<file path="src/rtl/perft_report_sink.sv">
// Consumer end of the perft result stream: forwards per-root-move lines, then emits
// total-node and elapsed-cycle summary lines for the host formatter.
module perft_report_sink #(
    parameter int MOVE_W = 16,
    parameter int NODE_W = 48,
    parameter int CYC_W  = 48,
    parameter int ROOT_W = 9
) (
    input  logic              clk,
    input  logic              rst_n,
    input  logic              start,
    input  logic              in_valid,
    output logic              in_ready,
    input  logic [MOVE_W-1:0] in_move,
    input  logic [NODE_W-1:0] in_nodes,
    input  logic              in_last,
    output logic              out_valid,
    input  logic              out_ready,
    output logic [1:0]        out_kind,
    output logic [MOVE_W-1:0] out_move,
    output logic [NODE_W-1:0] out_data,
    output logic [ROOT_W-1:0] root_count,
    output logic              overflow,
    output logic              busy,
    output logic              done
);

    typedef enum logic [2:0] {IDLE, COLLECT, EMIT_TOT, EMIT_CYC, DONE} state_t;

    state_t            state;
    logic [NODE_W-1:0] total;
    logic [CYC_W-1:0]  cycles;
    logic              last_seen;
    logic [NODE_W:0]   sum;
    logic [NODE_W-1:0] cyc_data;
    logic              in_hs;
    logic              out_hs;

    // Single output register; a new record may enter in the same cycle the old line leaves.
    assign in_ready = (state == COLLECT) && !last_seen && (!out_valid || out_ready);
    assign in_hs    = in_valid && in_ready;
    assign out_hs   = out_valid && out_ready;
    assign sum      = {1'b0, total} + {1'b0, in_nodes};
    assign busy     = (state == COLLECT) || (state == EMIT_TOT) || (state == EMIT_CYC);
    assign done     = (state == DONE);

    generate
        if (CYC_W >= NODE_W) begin : g_cyc_trunc
            assign cyc_data = cycles[NODE_W-1:0];
        end else begin : g_cyc_ext
            assign cyc_data = {{(NODE_W-CYC_W){1'b0}}, cycles};
        end
    endgenerate

    always_ff @(posedge clk or negedge rst_n) begin
        if (!rst_n) begin
            state      <= IDLE;
            total      <= '0;
            cycles     <= '0;
            last_seen  <= 1'b0;
            root_count <= '0;
            overflow   <= 1'b0;
            out_valid  <= 1'b0;
            out_kind   <= '0;
            out_move   <= '0;
            out_data   <= '0;
        end else begin
            case (state)
                IDLE, DONE: begin
                    if (start) begin
                        state      <= COLLECT;
                        total      <= '0;
                        cycles     <= '0;
                        last_seen  <= 1'b0;
                        root_count <= '0;
                        overflow   <= 1'b0;
                        out_valid  <= 1'b0;
                        out_kind   <= '0;
                        out_move   <= '0;
                        out_data   <= '0;
                    end
                end
                COLLECT: begin
                    // Cycle count freezes once the final record has been accepted.
                    if (!last_seen) begin
                        if (&cycles) overflow <= 1'b1;
                        else         cycles   <= cycles + CYC_W'(1);
                    end
                    if (in_hs) begin
                        out_valid <= 1'b1;
                        out_kind  <= 2'd0;
                        out_move  <= in_move;
                        out_data  <= in_nodes;
                        if (sum[NODE_W]) begin
                            total    <= '1;
                            overflow <= 1'b1;
                        end else begin
                            total <= sum[NODE_W-1:0];
                        end
                        if (!(&root_count)) root_count <= root_count + ROOT_W'(1);
                        if (in_last) last_seen <= 1'b1;
                    end else if (out_hs) begin
                        if (last_seen) begin
                            out_kind <= 2'd1;
                            out_move <= '0;
                            out_data <= total;
                            state    <= EMIT_TOT;
                        end else begin
                            out_valid <= 1'b0;
                        end
                    end
                end
                EMIT_TOT: begin
                    if (out_ready) begin
                        out_kind <= 2'd2;
                        out_data <= cyc_data;
                        state    <= EMIT_CYC;
                    end
                end
                EMIT_CYC: begin
                    if (out_ready) begin
                        out_valid <= 1'b0;
                        state     <= DONE;
                    end
                end
                default: state <= IDLE;
            endcase
        end
    end

endmodule
</file>
<file path="config.mk">
export PLATFORM = sky130hd
export DESIGN_NAME = perft_report_sink
export DESIGN_NICKNAME = d
export VERILOG_FILES = /design/src/rtl/perft_report_sink.sv
export SDC_FILE = /design/constraint.sdc
export NUM_CORES = 1
export LEC_CHECK = 0
export ABC_AREA = 1
export BUFFER_PORTS_ARGS = -buffer_cell sky130_fd_sc_hd__buf_4
export CORE_MARGIN = 3
export CORE_UTILIZATION = 50
export CTS_BUF_LIST = sky130_fd_sc_hd__clkbuf_2
export CTS_CLUSTER_DIAMETER = 150
export CTS_CLUSTER_SIZE = 14
export DETAILED_ROUTE_END_ITERATION = 16
export PLACE_DENSITY = 0.7
export RECOVER_POWER = 50
export SLEW_MARGIN = 20
export SYNTH_ARGS = -nofsm -noshare
export SYNTH_HDL_FRONTEND = slang
export SYNTH_SLANG_ARGS = --single-unit
</file>
<file path="constraint.sdc">
create_clock -name clk -period 3.16 [get_ports clk]
set_input_delay 0.316 -clock clk [delete_from_list [all_inputs] [get_ports clk]]
set_output_delay 0.316 -clock clk [all_outputs]
set_load 0.005 [all_outputs]
</file>
==> impl_metrics.env <==
export IMPL_layout_setup_ws_ps=272
export IMPL_die_x_um=171
export IMPL_setup_viol_count_final=0
export IMPL_synth_avg_cell_area_um2=6.12
export IMPL_cp_max_fo=40
export IMPL_hpwl_mm=37.1
export IMPL_syn_inst=2219
export IMPL_crit_arrival_ps=3620
export IMPL_final_area_um2=15900
export IMPL_first_pass_iters=6
export IMPL_crit_slowest_cell="dfrtp_1"
export IMPL_cp_required_ps=3890
export IMPL_dp_slack_ps=338
export IMPL_root_buffer="clkbuf_2"
export IMPL_gp_congestion=1.00
export IMPL_hold_viol=0
export IMPL_max_stage_delay_ps=570
export IMPL_fp_coreArea_um2=26400
export IMPL_cts_setup_buffers=0
export IMPL_viasPerCell=5.33
export IMPL_synth_seq_cells=177
export IMPL_finalMaxSlewViolations=74
export IMPL_ys_seq_area_share_pct=32.6
export IMPL_routedWlPerCell_um=17.7
export IMPL_max_vdd_ir_drop_uv=437
export IMPL_syn_to_final_growth_pct=16.8
export IMPL_worstPathCellList="ha_1, inv_1, nor3_2, buf_4, nand2_1, nor2_1, nand2_1, nor3b_1, nor2_1, nand2_2, inv_2, nand2_1, nand2_1"
export IMPL_antenna_found_initial=1
export IMPL_layout_cells_non_filler=2753
export IMPL_grt_pass1_wl_mm=75.0
export IMPL_ant_nets=0
export IMPL_grt_max_degree=124
export IMPL_synthTopCellsByArea="dfrtp_1 (33%), nand2_1 (26%), inv_1 (8.8%), nor2_1 (5.4%), ha_1 (4.7%)"
export IMPL_grt_pass1_vias=13800
export IMPL_p_leak_nw=8.51
export IMPL_finalCritPeriodShare_pct=91.4
export IMPL_cp_common_cell="nand2_1"
export IMPL_yosysTopAreaCellShare_pct=32.6
export IMPL_power_density_nw_per_um2=813
export IMPL_ys_async_sr_fraction_pct=100
export IMPL_yosys_area_top_type="dfrtp_1"
export IMPL_worstSetupPathType="reg -> reg"
export IMPL_dp_cells=2662
export IMPL_via_count=14700
export IMPL_fin_skew_ps=80.8
export IMPL_io_pins=150
export IMPL_die_area_um2=29200
export IMPL_drcViolationCount=0
export IMPL_max_cap_violations=1
export IMPL_clk_pin_slew_ps=350
export IMPL_initial_core_util_pct=51.6
export IMPL_cts_tree="done"
export IMPL_syn_nets=2341
export IMPL_cts_buffer_depth=2
export IMPL_synthTopCellsByCount="nand2_1 (951), inv_1 (318), nor2_1 (196)"
export IMPL_io_buffers=149
export IMPL_num_rows=59
export IMPL_hold_path_class="in -> reg"
export IMPL_rsz0062_at_grt="no"
export IMPL_maxSlewHeadroom_pct=-31.5
export IMPL_routed_wl_mm=48.7
export IMPL_numCtsBuffers=17
export IMPL_drive_gt1_share_pct=8.40
export IMPL_status="finished with violations"
export IMPL_syn_cell_area_um2=13600
export IMPL_synth_edf_count=0
export IMPL_clk_latency_ps=840
export IMPL_crit_path_end_kind="flop"
export IMPL_worst_slew_pin_slew_ps=1970
export IMPL_violations="max-capacitance violations, max-slew violations"
export IMPL_die_y_um=171
export IMPL_nets=2526
export IMPL_fmaxAchievable_mhz=346
export IMPL_placed_area_um2=15100
export IMPL_numClockSinks=177
export IMPL_cts_max_level=4
export IMPL_drt_iter0_drc=1483
export IMPL_fin_setup_tns_ps=0
export IMPL_synth_cell_types=40
export IMPL_yosysWarnings=0
export IMPL_period_needed_ps=2890
export IMPL_startpoint_type="flop"
export IMPL_yosysMostFrequentCell="nand2_1"
export IMPL_dominantRegCellSynth="dfrtp_1"
export IMPL_grt_remaining_overflow=0
export IMPL_grt_use_total_pct=33.0
## timing repair
action	in CTS	in global routing
gates resized for setup	0	1
hold endpoints to repair	184	1
hold buffers	57	1
setup endpoints to repair	0	29
## path summary, 6_finish.rpt
kind                         startpoint      endpoint  slack, ps  cells after the start
setup / recovery            cyc_data[0]  cyc_data[44]        270                     13
hold / removal              in_nodes[5]   out_data[5]         30                      5
setup reg to reg            cyc_data[0]  cyc_data[44]        270                     13
hold reg to reg            out_data[35]  out_data[35]        510                      2
max in group asynchronous         rst_n     total[29]        780                      3
min in group asynchronous         rst_n   cyc_data[4]        520                      2
## final cells by class
cell class,instances,area (µm²)
diodes,1,2.50
clock buffers,17,85.1
clock inverters,15,189
fillers,2637,10500
inverters,323,1220
multi-input cells,1660,7690
flip-flops and latches,177,4430
well taps,335,419
repair buffers,225,1840
## state kept, by name, indices dropped and copies added (netlist names)
| name | cells |
|---|---|
| overflow | 1 |
| out_kind | 2 |
| last_seen | 1 |
| out_move | 16 |
| out_data | 48 |
| root_count | 9 |
| total | 48 |
| state | 3 |
| out_valid | 1 |
| cyc_data | 48 |
## power breakdown
part | switching, mW | total, mW | internal (mW) | leakage [nW]
clock | 1.01 | 1.42 | 0.405 | 0.155
combinational | 5.36 | 7.95 | 2.59 | 5.95
sequential | 0.575 | 3.53 | 2.96 | 2.41
total | 6.95 | 12.9 | 5.95 | 8.51
## cells in the final DEF, fill, tap and decap left out, types with 3 or more instances in the layout
master and count:
xor2_1 58, nand2_1 951, nand4_1 21, inv_6 4, buf_12 4, clkbuf_2 20
nand3_1 120, buf_4 121, dlygate4sd3_1 58, o21ai_0 92, dfrtp_1 177, nor4_1 5
clkbuf_4 28, ha_1 51, nor3_1 40, inv_1 317, clkbuf_1 11, a21oi_1 41
nand2_2 3, o21ai_1 24, clkinvlp_4 3, nor2_1 196, xnor2_1 9, inv_8 3
clkinv_1 3, and2_1 3, inv_2 3, a22oi_1 23
## cells by family after synthesis
family          share of synthesized area [%]
fa+ha+maj                                4.84
xor+xnor                                 4.32
flops                                    32.6
buf+inv                                  10.8
compound gates                           7.72
simple gates                             39.7
## layer usage
metal	GRT usage, %	wire length, µm
met4	9.45	1570
met1	46.2	21400
met2	54.1	22600
met5	0	0
met3	3.81	3180
## worst max-delay path, delay by kind of cell (launching register included)
family / cells / cell delay (ps)
AND/OR/NAND/NOR: 9 / 1300
flip-flops: 1 / 570
buffers and inverters: 3 / 630
adder cells (fa/ha/maj): 1 / 270
## metrics by stage
step / total power, mW / hold slack, ps / util (%)
final: 12.9 / 32.0 / 60.2
after global routing: 14.0 / 16.9 / 60.2
after CTS: 12.8 / 6.54 / 60.4
after detailed placement: 11.3 / 386 / 57.2
after global placement: 11.2 / 386 / 57.2
after floorplan: 8.51 / 20.4 / -
Note: power is estimated with default switching activity, not from simulation.
